File: config.mk
export PLATFORM = sky130hd
export DESIGN_NAME = udma_uart_core
export DESIGN_NICKNAME = d
export VERILOG_FILES = /design/src/rtl/udma_uart_core.sv
export SDC_FILE = /design/constraint.sdc
export NUM_CORES = 1
export LEC_CHECK = 0
export ABC_AREA = 0
export CORE_ASPECT_RATIO = 0.5
export CORE_MARGIN = 4
export CORE_UTILIZATION = 41
export CTS_BUF_LIST = sky130_fd_sc_hd__clkbuf_16
export DETAILED_ROUTE_END_ITERATION = 12
export PLACE_DENSITY = 0.77
export SYNTH_ARGS = -nofsm -noshare
export SYNTH_HDL_FRONTEND = slang
export SYNTH_SLANG_ARGS = --single-unit
File: constraint.sdc
create_clock -name sys_clk_i -period 4.7 [get_ports sys_clk_i]
set_clock_uncertainty 0.15 [all_clocks]
set_input_delay 0.705 -clock sys_clk_i [delete_from_list [all_inputs] [get_ports sys_clk_i]]
set_output_delay 0.705 -clock sys_clk_i [all_outputs]
set_load 0.1 [all_outputs]
File: src/rtl/udma_uart_core.sv
`timescale 1ns/1ps
// Purpose: uDMA UART peripheral: config/status registers, channel config, TX serializer, RX deserializer.
// Latency: register writes visible next cycle; TX line falls the cycle after data accept; RX valid <=3 cycles after stop sample.
// Backpressure: TX pulls bytes by req/gnt then valid/ready; RX holds data_rx_valid_o until data_rx_ready_i, overruns are dropped.
// Ports: cfg_* = register bus and uDMA channel config/status; data_tx_* / data_rx_* = uDMA data ports;
//        uart_rx_i / uart_tx_o = serial line (idle high); rx_char_event_o / err_event_o = event unit pulses.
module udma_uart_core #(
  parameter int L2_AWIDTH_NOAL = 19,
  parameter int TRANS_SIZE     = 20
) (
  input  logic                      sys_clk_i,
  input  logic                      rst_i,
  input  logic [31:0]               cfg_data_i,
  input  logic [4:0]                cfg_addr_i,
  input  logic                      cfg_valid_i,
  input  logic                      cfg_rwn_i,
  output logic                      cfg_ready_o,
  output logic [31:0]               cfg_data_o,
  output logic [L2_AWIDTH_NOAL-1:0] cfg_rx_startaddr_o,
  output logic [TRANS_SIZE-1:0]     cfg_rx_size_o,
  output logic [1:0]                cfg_rx_datasize_o,
  output logic                      cfg_rx_continuous_o,
  output logic                      cfg_rx_en_o,
  output logic                      cfg_rx_clr_o,
  input  logic                      cfg_rx_en_i,
  input  logic                      cfg_rx_pending_i,
  input  logic [L2_AWIDTH_NOAL-1:0] cfg_rx_curr_addr_i,
  input  logic [TRANS_SIZE-1:0]     cfg_rx_bytes_left_i,
  output logic [L2_AWIDTH_NOAL-1:0] cfg_tx_startaddr_o,
  output logic [TRANS_SIZE-1:0]     cfg_tx_size_o,
  output logic [1:0]                cfg_tx_datasize_o,
  output logic                      cfg_tx_continuous_o,
  output logic                      cfg_tx_en_o,
  output logic                      cfg_tx_clr_o,
  input  logic                      cfg_tx_en_i,
  input  logic                      cfg_tx_pending_i,
  input  logic [L2_AWIDTH_NOAL-1:0] cfg_tx_curr_addr_i,
  input  logic [TRANS_SIZE-1:0]     cfg_tx_bytes_left_i,
  output logic                      data_tx_req_o,
  input  logic                      data_tx_gnt_i,
  output logic [1:0]                data_tx_datasize_o,
  input  logic [31:0]               data_tx_i,
  input  logic                      data_tx_valid_i,
  output logic                      data_tx_ready_o,
  output logic [31:0]               data_rx_o,
  output logic [1:0]                data_rx_datasize_o,
  output logic                      data_rx_valid_o,
  input  logic                      data_rx_ready_i,
  input  logic                      uart_rx_i,
  output logic                      uart_tx_o,
  output logic                      rx_char_event_o,
  output logic                      err_event_o
);

  localparam logic [4:0] ADDR_RX_SADDR = 5'h00, ADDR_RX_SIZE = 5'h01, ADDR_RX_CFG = 5'h02;
  localparam logic [4:0] ADDR_TX_SADDR = 5'h04, ADDR_TX_SIZE = 5'h05, ADDR_TX_CFG = 5'h06;
  localparam logic [4:0] ADDR_STATUS = 5'h08, ADDR_SETUP = 5'h09, ADDR_ERROR = 5'h0A, ADDR_IRQ_EN = 5'h0B;

  typedef enum logic [2:0] {TX_IDLE, TX_REQ, TX_WAIT, TX_START, TX_DATA, TX_PARITY, TX_STOP} tx_state_e;
  typedef enum logic [2:0] {RX_IDLE, RX_START, RX_DATA, RX_PARITY, RX_STOP} rx_state_e;

  logic        parity_en_q, stop_two_q, tx_ena_q, rx_ena_q;
  logic [1:0]  char_len_q;
  logic [15:0] clkdiv_q;
  logic [1:0]  err_q;
  logic [1:0]  irq_en_q;

  logic cfg_wr, cfg_rd;
  assign cfg_wr = cfg_valid_i & ~cfg_rwn_i;
  assign cfg_rd = cfg_valid_i &  cfg_rwn_i;

  assign cfg_ready_o        = 1'b1;
  assign cfg_rx_datasize_o  = 2'b00;
  assign cfg_tx_datasize_o  = 2'b00;
  assign data_tx_datasize_o = 2'b00;
  assign data_rx_datasize_o = 2'b00;

  logic unused_ok;
  assign unused_ok = ^data_tx_i[31:8];

  // Index of the last data bit (char length 5..8 -> 4..7) and mask of valid data bits.
  logic [2:0] last_bit;
  logic [7:0] len_mask;
  assign last_bit = {1'b0, char_len_q} + 3'd4;
  always_comb begin
    len_mask = 8'hFF;
    case (char_len_q)
      2'b00:   len_mask = 8'h1F;
      2'b01:   len_mask = 8'h3F;
      2'b10:   len_mask = 8'h7F;
      default: len_mask = 8'hFF;
    endcase
  end

  // ---------------- configuration registers ----------------
  always_ff @(posedge sys_clk_i) begin
    if (rst_i) begin
      cfg_rx_startaddr_o <= '0; cfg_rx_size_o <= '0; cfg_rx_continuous_o <= 1'b0;
      cfg_tx_startaddr_o <= '0; cfg_tx_size_o <= '0; cfg_tx_continuous_o <= 1'b0;
      cfg_rx_en_o <= 1'b0; cfg_rx_clr_o <= 1'b0; cfg_tx_en_o <= 1'b0; cfg_tx_clr_o <= 1'b0;
      parity_en_q <= 1'b0; char_len_q <= 2'b00; stop_two_q <= 1'b0;
      tx_ena_q <= 1'b0; rx_ena_q <= 1'b0; clkdiv_q <= '0; irq_en_q <= 2'b00;
    end else begin
      cfg_rx_en_o <= 1'b0; cfg_rx_clr_o <= 1'b0; cfg_tx_en_o <= 1'b0; cfg_tx_clr_o <= 1'b0;
      if (cfg_wr) begin
        case (cfg_addr_i)
          ADDR_RX_SADDR: cfg_rx_startaddr_o <= cfg_data_i[L2_AWIDTH_NOAL-1:0];
          ADDR_RX_SIZE:  cfg_rx_size_o      <= cfg_data_i[TRANS_SIZE-1:0];
          ADDR_RX_CFG: begin
            cfg_rx_continuous_o <= cfg_data_i[0];
            cfg_rx_en_o         <= cfg_data_i[4];
            cfg_rx_clr_o        <= cfg_data_i[5];
          end
          ADDR_TX_SADDR: cfg_tx_startaddr_o <= cfg_data_i[L2_AWIDTH_NOAL-1:0];
          ADDR_TX_SIZE:  cfg_tx_size_o      <= cfg_data_i[TRANS_SIZE-1:0];
          ADDR_TX_CFG: begin
            cfg_tx_continuous_o <= cfg_data_i[0];
            cfg_tx_en_o         <= cfg_data_i[4];
            cfg_tx_clr_o        <= cfg_data_i[5];
          end
          ADDR_SETUP: begin
            parity_en_q <= cfg_data_i[0];
            char_len_q  <= cfg_data_i[2:1];
            stop_two_q  <= cfg_data_i[3];
            tx_ena_q    <= cfg_data_i[8];
            rx_ena_q    <= cfg_data_i[9];
            clkdiv_q    <= cfg_data_i[31:16];
          end
          ADDR_IRQ_EN: irq_en_q <= cfg_data_i[1:0];
          default: ;
        endcase
      end
    end
  end

  tx_state_e tx_state_q, tx_state_d;
  rx_state_e rx_state_q, rx_state_d;
  logic tx_busy, rx_busy;
  assign tx_busy = (tx_state_q != TX_IDLE);
  assign rx_busy = (rx_state_q != RX_IDLE);

  always_comb begin
    cfg_data_o = '0;
    case (cfg_addr_i)
      ADDR_RX_SADDR: cfg_data_o = 32'(cfg_rx_curr_addr_i);
      ADDR_RX_SIZE:  cfg_data_o = 32'(cfg_rx_bytes_left_i);
      ADDR_RX_CFG:   cfg_data_o = {26'b0, cfg_rx_pending_i, cfg_rx_en_i, 3'b0, cfg_rx_continuous_o};
      ADDR_TX_SADDR: cfg_data_o = 32'(cfg_tx_curr_addr_i);
      ADDR_TX_SIZE:  cfg_data_o = 32'(cfg_tx_bytes_left_i);
      ADDR_TX_CFG:   cfg_data_o = {26'b0, cfg_tx_pending_i, cfg_tx_en_i, 3'b0, cfg_tx_continuous_o};
      ADDR_STATUS:   cfg_data_o = {30'b0, rx_busy, tx_busy};
      ADDR_SETUP:    cfg_data_o = {clkdiv_q, 6'b0, rx_ena_q, tx_ena_q, 4'b0, stop_two_q, char_len_q, parity_en_q};
      ADDR_ERROR:    cfg_data_o = {30'b0, err_q};
      ADDR_IRQ_EN:   cfg_data_o = {30'b0, irq_en_q};
      default:       cfg_data_o = '0;
    endcase
  end

  // ---------------- TX ----------------
  logic [15:0] tx_cnt_q;
  logic [2:0]  tx_bit_idx_q;
  logic [7:0]  tx_shreg_q;
  logic        tx_par_q, tx_stop_q, tx_tick;
  assign tx_tick = (tx_cnt_q == clkdiv_q);

  always_ff @(posedge sys_clk_i) begin
    if (rst_i) tx_state_q <= TX_IDLE;
    else       tx_state_q <= tx_state_d;
  end

  always_comb begin
    tx_state_d      = tx_state_q;
    data_tx_req_o   = 1'b0;
    data_tx_ready_o = 1'b0;
    uart_tx_o       = 1'b1;
    case (tx_state_q)
      TX_IDLE: if (tx_ena_q) tx_state_d = TX_REQ;
      TX_REQ: begin
        data_tx_req_o = 1'b1;
        if (data_tx_gnt_i) tx_state_d = TX_WAIT;
      end
      TX_WAIT: begin
        data_tx_ready_o = 1'b1;
        if (data_tx_valid_i) tx_state_d = TX_START;
      end
      TX_START: begin
        uart_tx_o = 1'b0;
        if (tx_tick) tx_state_d = TX_DATA;
      end
      TX_DATA: begin
        uart_tx_o = tx_shreg_q[0];
        if (tx_tick && (tx_bit_idx_q == last_bit)) tx_state_d = parity_en_q ? TX_PARITY : TX_STOP;
      end
      TX_PARITY: begin
        uart_tx_o = tx_par_q;
        if (tx_tick) tx_state_d = TX_STOP;
      end
      TX_STOP: if (tx_tick && (tx_stop_q || !stop_two_q)) tx_state_d = TX_IDLE;
      default: tx_state_d = TX_IDLE;
    endcase
  end

  always_ff @(posedge sys_clk_i) begin
    if (rst_i) begin
      tx_cnt_q <= '0; tx_bit_idx_q <= '0; tx_shreg_q <= '0; tx_par_q <= 1'b0; tx_stop_q <= 1'b0;
    end else begin
      // Bit-period counter runs only while the line is being driven by the frame.
      if (tx_state_q inside {TX_START, TX_DATA, TX_PARITY, TX_STOP})
        tx_cnt_q <= tx_tick ? '0 : tx_cnt_q + 16'd1;
      else
        tx_cnt_q <= '0;
      case (tx_state_q)
        TX_WAIT: if (data_tx_valid_i) begin
          tx_shreg_q   <= data_tx_i[7:0];
          tx_par_q     <= ^(data_tx_i[7:0] & len_mask);
          tx_bit_idx_q <= '0;
          tx_stop_q    <= 1'b0;
        end
        TX_DATA: if (tx_tick) begin
          tx_shreg_q   <= {1'b0, tx_shreg_q[7:1]};
          tx_bit_idx_q <= tx_bit_idx_q + 3'd1;
        end
        TX_STOP: if (tx_tick) tx_stop_q <= 1'b1;
        default: ;
      endcase
    end
  end

  // ---------------- RX ----------------
  logic [1:0]  rx_sync_q;
  logic        rx_prev_q, rx_line;
  logic [15:0] rx_cnt_q;
  logic [2:0]  rx_bit_idx_q;
  logic [7:0]  rx_data_q;
  logic        rx_par_q, rx_tick, char_done, par_err, ovf_set, par_set;
  assign rx_line = rx_sync_q[1];
  // Start bit is checked at half a period so later samples land at bit centres.
  assign rx_tick = (rx_state_q == RX_START) ? (rx_cnt_q == {1'b0, clkdiv_q[15:1]}) : (rx_cnt_q == clkdiv_q);

  always_ff @(posedge sys_clk_i) begin
    if (rst_i) rx_state_q <= RX_IDLE;
    else       rx_state_q <= rx_state_d;
  end

  always_comb begin
    rx_state_d = rx_state_q;
    char_done  = 1'b0;
    case (rx_state_q)
      RX_IDLE:   if (rx_ena_q && rx_prev_q && !rx_line) rx_state_d = RX_START;
      RX_START:  if (rx_tick) rx_state_d = rx_line ? RX_IDLE : RX_DATA;
      RX_DATA:   if (rx_tick && (rx_bit_idx_q == last_bit)) rx_state_d = parity_en_q ? RX_PARITY : RX_STOP;
      RX_PARITY: if (rx_tick) rx_state_d = RX_STOP;
      RX_STOP: if (rx_tick) begin
        rx_state_d = RX_IDLE;
        char_done  = 1'b1;
      end
      default: rx_state_d = RX_IDLE;
    endcase
  end

  always_ff @(posedge sys_clk_i) begin
    if (rst_i) begin
      rx_sync_q <= 2'b11; rx_prev_q <= 1'b1; rx_cnt_q <= '0;
      rx_bit_idx_q <= '0; rx_data_q <= '0; rx_par_q <= 1'b0;
    end else begin
      rx_sync_q <= {rx_sync_q[0], uart_rx_i};
      rx_prev_q <= rx_line;
      if (rx_state_q != RX_IDLE)
        rx_cnt_q <= rx_tick ? '0 : rx_cnt_q + 16'd1;
      else
        rx_cnt_q <= '0;
      case (rx_state_q)
        RX_START: if (rx_tick && !rx_line) begin
          rx_data_q <= '0; rx_bit_idx_q <= '0; rx_par_q <= 1'b0;
        end
        RX_DATA: if (rx_tick) begin
          rx_data_q[rx_bit_idx_q] <= rx_line;
          rx_bit_idx_q            <= rx_bit_idx_q + 3'd1;
        end
        RX_PARITY: if (rx_tick) rx_par_q <= rx_line;
        default: ;
      endcase
    end
  end

  // Unused high data bits are zero, so the XOR covers only the configured length.
  assign par_err = parity_en_q & (rx_par_q != ^rx_data_q);
  assign ovf_set = char_done & data_rx_valid_o;
  assign par_set = char_done & par_err;

  always_ff @(posedge sys_clk_i) begin
    if (rst_i) begin
      data_rx_o <= '0; data_rx_valid_o <= 1'b0; rx_char_event_o <= 1'b0;
      err_event_o <= 1'b0; err_q <= 2'b00;
    end else begin
      if (data_rx_valid_o && data_rx_ready_i) data_rx_valid_o <= 1'b0;
      if (char_done && !data_rx_valid_o) begin
        data_rx_o       <= {24'b0, rx_data_q};
        data_rx_valid_o <= 1'b1;
      end
      rx_char_event_o <= char_done & ~data_rx_valid_o & irq_en_q[0];
      err_event_o     <= (ovf_set | par_set) & irq_en_q[1];
      // Read-to-clear; a new error in the same cycle survives the clear.
      err_q[0] <= ovf_set | (err_q[0] & ~(cfg_rd && cfg_addr_i == ADDR_ERROR));
      err_q[1] <= par_set | (err_q[1] & ~(cfg_rd && cfg_addr_i == ADDR_ERROR));
    end
  end

endmodule

# Yosys cells after proc, flatten, opt, wreduce, memory -nomap -nowiden
# Cells that the tools add are included.
[totals] regBits=187 latchBits=0 ram_bits=0 mem_bits_ro=0 output_inout_bits=163 mem_count=0
[op_classes] addsub=5 multipliers=0 div=0 magnitude_cmp=2 n_eq_ne=43 shift=0 n_mux=48 n_bitwise=22 reduce_logical=47
[ops] operator="case mux 32 bit (10 select lines)" n=1
[ops] operator="two-way mux 3 bit" n=17
[ops] operator="adder 16 x 1 -> 16 bit, second input constant" n=2
[ops] operator="equality test 16 bit" n=2
[ops] operator="two-way mux 8 bit" n=4
[ops] operator="case mux 8 bit (2 select lines)" n=2
[ops] operator="!= test 2 bit, second input constant" n=15
[ops] operator="case mux 8 bit (3 select lines)" n=1
[ops] operator="case mux 3 bit (7 select lines)" n=1
[ops] operator="equality test 5 x 4 -> 1 bit, second input constant" n=4
[ops] operator="AND reduction 2 bit" n=9
[ops] operator="equality test 16 x 15 -> 1 bit" n=1
[ops] operator="parity 8 bit" n=2
[ops] operator="equality test 5 x 3 -> 1 bit, second input constant" n=3
[ops] operator="case mux 3 bit (5 select lines)" n=1
[ops] operator="equality test 3 x 2 -> 1 bit, second input constant" n=4
[ops] operator="equality test 3 bit, second input constant" n=4
[ops] operator="two-way mux 1 bit" n=12
[ops] operator="case mux 3 bit (2 select lines)" n=2
[ops] operator="AND reduction 3 bit" n=4
[ops] operator="OR reduction 3 bit" n=4
[ops] operator="AND 1 bit" n=10
[ops] operator="logical AND 1 bit" n=10
[ops] operator="nonzero test 2 bit" n=5
[ops] operator="other kinds (29)" n=47

# Depth between registers and ports, before layout
# Gate-level depths: netlist of the first run.
[logic_depth] word_depth=7 mapped_depth=9

# Worst setup path before layout of the first run
# No wires, ideal clock.
[synth_path] path_kind="input port to output port" from="input cfg_addr_i[1]" to="output cfg_data_o[20]" arrival_ps=3233 t_required_ps=3845 path_slack_ps=612 stages=4 path_buffers=2 path_cell_list="clkbuf_1 -> nand2b_1 -> clkbuf_1 -> nor3_1"
[synth_via] elab_chain_len=2 word_cells_on_any_way=11
[synth_rtl] element="start: declaration" line="14" text="input logic [4:0] cfg_addr_i,"
[synth_rtl] element="equality test 5 x 4 -> 1 bit (tied with other cells)" line="144" text="case (cfg_addr_i)"
[synth_rtl] element="case mux 32 bit (10 select lines) *" line="144"
[synth_rtl] element="end: declaration" line="18" text="output logic [31:0] cfg_data_o,"
# Every way passes the cells marked *; elsewhere a longest branch is shown, timed or not.

# Final worst setup path of the first run
[layout_path] from="input cfg_addr_i[1]" to="output cfg_data_o[9]"
# Same word-level chain as after synthesis.

==> results of run 1 <==
## logic make-up (layout without fill, tap and decap cells)
group	count (synthesis)	count (layout)	synth area share
compound gates	250	250	0.177
xor+xnor	76	76	0.0727
mux	16	16	0.0190
buf+inv	134	330	0.0702
flops	187	187	0.409
other cells	2	33	0.000820
fa+ha+maj	4	4	0.00546
simple gates	496	496	0.246
## metrics by stage
| step | area [um2] | instances | util | power [mW] |
|---|---|---|---|---|
| after global routing | 12700 | 1692 | 0.580 | 3.64 |
| after global placement | 12100 | 1660 | 0.555 | 2.20 |
| after floorplan | 9280 | 1196 | - | 2.01 |
| after CTS | 12700 | 1692 | 0.580 | 3.54 |
| final | 12700 | 1692 | 0.580 | 3.52 |
| after detailed placement | 12100 | 1660 | 0.555 | 2.21 |
## area by class of cell
type                    count  area share
clock inverters            15     0.00890
clock buffers              17      0.0336
repair buffers            279       0.238
inverters                  19     0.00564
flip-flops and latches    187       0.296
well taps                 300      0.0297
multi-input cells         875       0.388
## report_power, final
part	internal, mW	total [mW]	leakage [nW]	switching (mW)
Sequential	1.59	1.62	1.51	0.0222
Clock	0.685	1.34	0.258	0.657
Combinational	0.188	0.562	2.63	0.374
## how the worst max path moves through the flow
stage | cells past startpoint | slack (ns) | to | start
floorplan | 4 | 0.61 | cfg_data_o[20] | cfg_addr_i[1]
global placement | 7 | 0.82 | cfg_data_o[9] | cfg_addr_i[1]
detailed placement | 7 | 0.78 | cfg_data_o[9] | cfg_addr_i[1]
CTS | 7 | 0.77 | cfg_data_o[9] | cfg_addr_i[1]
global route | 7 | 0.61 | cfg_data_o[9] | cfg_addr_i[1]
finish | 7 | 0.75 | cfg_data_o[9] | cfg_addr_i[1]
## flip-flops by register name, indices dropped and copies added (netlist names), 2 cells and up
| name | count |
|---|---|
| cfg_tx_startaddr_o | 19 |
| rx_data_q | 8 |
| err_q | 2 |
| rx_bit_idx_q | 3 |
| rx_state_q | 3 |
| tx_bit_idx_q | 3 |
| irq_en_q | 2 |
| tx_shreg_q | 8 |
| cfg_rx_size_o | 20 |
| rx_sync_q | 2 |
| char_len_q | 2 |
| cfg_tx_size_o | 20 |
| rx_cnt_q | 16 |
| tx_state_q | 3 |
| tx_cnt_q | 16 |
| data_rx_o | 8 |
| cfg_rx_startaddr_o | 19 |
| clkdiv_q | 16 |
## per-layer routing
| metal | share of wire | track usage | vias up |
|---|---|---|---|
| met5 | 0 | 0 | - |
| met4 | 0.034 | 0.0997 | 0 |
| met3 | 0.068 | 0.0506 | 71 |
| met2 | 0.47 | 0.420 | 358 |
| met1 | 0.43 | 0.345 | 4453 |
| li1 | - | - | 4400 |
## cells in the final DEF (no fill, tap or decap), types with 17 or more instances in the layout
cell / n
nand2_1: 254
clkdlybuf4s50_1: 231
dfxtp_1: 187
a21oi_1: 127
nor2_1: 83
xnor2_1: 41
xor2_1: 35
conb_1: 33
nand3_1: 27
buf_12: 27
nand4_1: 22
nor3_1: 21
buf_4: 21
nor2b_1: 20
inv_1: 19
clkbuf_16: 17
==> flow_metrics.tcl, run 1 <==
set metrics [dict create \
    drt_pass1_iterations 7 \
    grt_pass1_wl_um 50600 \
    std_cell_rows 38 \
    antenna_found_initial 0 \
    place_ws_ns 0.778 \
    critPathKind "in2out" \
    p_leak_nw 4.40 \
    multiInputGateArea_um2 4910 \
    final_nets 1542 \
    synth.area.top_cells "dfxtp_1 41%, nand2_1 10%, a21oi_1 6.9%, xnor2_1 3.9%, nor2_1 3.4%" \
    synthCells 1165 \
    ctsResizeCount 0 \
    clock_latency_ns 0.44 \
    status "complete, no violations" \
    critPathCaptureType "output port" \
    fillers 1942 \
    wl_per_cell_um 19.3 \
    htreeDepth 4 \
    period_share 0.840 \
    synth_edf_count 0 \
    area_growth_pct 38.1 \
    critPathLaunchType "input port" \
    synth_largest_area_cell "dfxtp_1" \
    pin_count 322 \
    synth_flop_cell "dfxtp_1" \
    vias 9282 \
    regArea_um2 3740 \
    fmax_mhz 253 \
    antennaDiodeCount 0 \
    slew_headroom 0.282 \
    tns_ns 0 \
    clk_path_buf_depth 2 \
    synth-seq-cells 187 \
    cp_max_fo 17 \
    rrSetupSlack_ns 1.19 \
    post-dp-hpwl_um 24800 \
    routed_via_density 5.49 \
    synth_seq_area_share 0.409 \
    yosysMostFrequentCell "nand2_1" \
    grt_pass1_vias 8944 \
    drtIter0Drc 1031 \
    gp_congestion 0.993 \
    synth.distinct_cells 66 \
    path_cells "clkdlybuf4s50_1 > nand2b_1 > nor2_1 > buf_4 > a222oi_1 > nand2_1 > buf_12" \
    layout-drive-gt1-share 0.0682 \
    synth-warning-count 0 \
    worstRegToRegCells 6 \
    cp_top_family "buffers and inverters" \
    hold_end "rx_sync_q[1]" \
    design.core.area_um2 21800 \
    cts_tree "yes" \
    fp.dieH_um 114 \
    netlist_area_um2 9160 \
    worst_path_max_delay_cell "clkdlybuf4s50_1" \
    timing.rr.start "rx_state_q[0]" \
    min-delay-start "rx_sync_q[0]" \
    tightestPinTransition_ns 1.07 \
    clkSinkCount 187 \
    ir_worst_vdd_mv 0.222 \
    path_buf_inv 3 \
    fin_ws_ns 0.754 \
    drt.antenna.violating_nets 0 \
    cts_hold_buf 0 \
    synth_top_area_frac 0.409 \
    grt_max_degree 68 \
    root_buffer "clkbuf_16" \
    cp.required_ns 3.85 \
    drv_slew 0 \
    cts_setup_buffers 0 \
    dieArea_um2 24900 \
    yosys-top-cells-count "254 x nand2_1, 187 x dfxtp_1, 127 x a21oi_1" \
    drv_cap 0 \
    grt_util_all_layers 0.259 \
    rsz0062_at_grt "false" \
    numCtsBuffers 17 \
    async_flop_share 0 \
    drt_wl_total_um 32600 \
    hold_ws_ns 0.278 \
    hold_depth 1 \
    start_util 0.420 \
    max_stage_delay_ns 0.70 \
    die_w_um 219 \
    post-route-min-period_ns 3.95 \
    drc_errors 0 \
    clk_pin_slew_ns 0.07 \
    overflow 0 \
    r2r_end "rx_data_q[4]" \
    syn_avg_cell_area_um2 7.86 \
    holdCritPathClass "reg2reg" \
    portBuffers 264 \
    power.density_nw_per_um2 278 \
    finalHoldViolCount 0 \
    arrival_ns 3.09 \
    finalSetupViolCount 0 \
]
Note: power is estimated with default switching activity, not from simulation.
==> run 2, diff against run 1 <==
--- a/config.mk
+++ b/config.mk
@@ -11,7 +11,7 @@
 export CORE_UTILIZATION = 41
 export CTS_BUF_LIST = sky130_fd_sc_hd__clkbuf_16
 export DETAILED_ROUTE_END_ITERATION = 12
-export PLACE_DENSITY = 0.77
+export PLACE_DENSITY = 0.8
 export SYNTH_ARGS = -nofsm -noshare
 export SYNTH_HDL_FRONTEND = slang
 export SYNTH_SLANG_ARGS = --single-unit
==> constraint.sdc (replaced) <==
create_clock -name sys_clk_i -period 3.5 [get_ports sys_clk_i]
set_clock_uncertainty 0.15 [all_clocks]
set_input_delay 0.525 -clock sys_clk_i [delete_from_list [all_inputs] [get_ports sys_clk_i]]
set_output_delay 0.525 -clock sys_clk_i [all_outputs]
set_load 0.1 [all_outputs]
==> flow_metrics.tcl, run 2 (synthesized netlist as in run 1, its figures left out) <==
set metrics [dict create \
    numCtsBuffers 17 \
    fin_area_um2 12900 \
    ir_worst_vdd_mv 0.359 \
    root_buffer "clkbuf_16" \
    htreeDepth 4 \
    drc_errors 0 \
    vias 9367 \
    finalHoldViolCount 0 \
    largestRegisters "cfg_rx_size_o: 20 flops, cfg_tx_size_o: 20 flops" \
    period_share 0.943 \
    grt_util_all_layers 0.263 \
    critPathCaptureType "flop" \
    ctsResizeCount 0 \
    regArea_um2 3740 \
    fillers 1869 \
    drt_wl_total_um 33300 \
    multiInputGateArea_um2 4920 \
    gp_congestion 0.958 \
    arrival_ns 3.50 \
    power.density_nw_per_um2 377 \
    cts_tree "yes" \
    clkSinkCount 187 \
    critPathLaunchType "flop" \
    drt.antenna.violating_nets 0 \
    design.core.area_um2 21800 \
    grt_max_degree 47 \
    final_nets 1566 \
    drt_pass1_iterations 9 \
    area_growth_pct 41.1 \
    place_area_um2 12300 \
    cts_hold_buf 0 \
    antenna_found_initial 0 \
    status "complete, no violations" \
    overflow 0 \
    dp.cells 1684 \
    portBuffers 264 \
    antennaDiodeCount 0 \
    fmax_mhz 303 \
    clock_latency_ns 0.45 \
    drtIter0Drc 979 \
    start_util 0.420 \
    final_cell_mix "254 x nand2_1, 209 x clkdlybuf4s50_1, 187 x dfxtp_1, 127 x a21oi_1, 83 x nor2_1" \
    post-dp-hpwl_um 25400 \
    clk_pin_slew_ns 0.07 \
    dieArea_um2 24900 \
    cp.required_ns 3.70 \
    layout-drive-gt1-share 0.102 \
    grt_pass1_vias 8944 \
    fin_ws_ns 0.198 \
    utilization 0.592 \
    grt_pass1_wl_um 50700 \
    slew_headroom 0.298 \
    drv_cap 0 \
    clk_path_buf_depth 2 \
    cts_setup_buffers 0 \
    drv_slew 0 \
    place_ws_ns 0.294 \
    pin_count 322 \
    die_w_um 219 \
    critPathKind "reg2reg" \
    finalSetupViolCount 0 \
    std_cell_rows 38 \
    holdCritPathClass "reg2reg" \
    mostFrequentLayoutCell "nand2_1" \
    fin_cells 1716 \
    rsz0062_at_grt "false" \
    cp_max_fo 18 \
    wl_per_cell_um 19.4 \
    post-route-min-period_ns 3.30 \
    tightestPinTransition_ns 1.05 \
    routed_via_density 5.46 \
    fp.dieH_um 114 \
    p_leak_nw 4.60 \
]
==> run 2: cell types whose count changed in the layout (fill, tap and decap cells not counted) <==
| cell | change |
|---|---|
| clkdlybuf4s50_1 | -22 |
| buf_4 | +38 |
| clkinv_2 | -1 |
| nor3_1 | -1 |
| clkinv_1 | -3 |
| bufinv_16 | +1 |
| buf_12 | +8 |
| nor3_2 | +1 |
| inv_6 | +1 |
| clkinv_8 | +1 |
| clkinvlp_4 | +1 |
==> run 2: power by group <==
group	switching, mW	internal, mW
registers	0.0287	2.14
clock network	0.921	1.01
logic	0.510	0.260
==> run 2: worst max-delay path, stage by stage (launching register included) <==
cell      delay, ns
dfxtp_1        0.51
or3b_1         0.56
buf_4          0.26
o21ai_0        0.09
nand4_1        0.15
or4_4          0.64
or4_1          0.56
a221oi_1       0.29
==> run 2: path summary, 6_finish.rpt <==
check,from,end,slack (ns),depth (start not counted)
worst min register to register,rx_sync_q[0],rx_sync_q[1],0.27,1
worst min-delay path,rx_sync_q[0],rx_sync_q[1],0.27,1
worst max-delay path,rx_state_q[0],rx_data_q[7],0.20,7
worst max register to register,rx_state_q[0],rx_data_q[7],0.20,7
==> run 2: layout make-up <==
type	instances	share of cell area
sequential	187	0.290
multi-input combinational	875	0.380
clock buffer	17	0.0329
timing repair buffer	303	0.250
clock inverter	15	0.0123
tap	300	0.0290
inverter	19	0.00552
==> run 2: per-stage QoR <==
stage | power (mW) | hold WS [ns] | setup TNS [ns]
floorplan | 2.70 | 0.239 | -1.14
global placement | 2.97 | 0.251 | 0
detailed placement | 2.98 | 0.252 | 0
CTS | 4.88 | 0.277 | 0
global route | 5.01 | 0.296 | 0
finish | 4.87 | 0.272 | 0
==> run 2: metal layers <==
metal,wire length (um),global-route usage,part of all wire
met3,2420,0.0532,0.073
met2,15600,0.432,0.47
met1,14000,0.342,0.42
met5,0,0,0
met4,1230,0.104,0.037
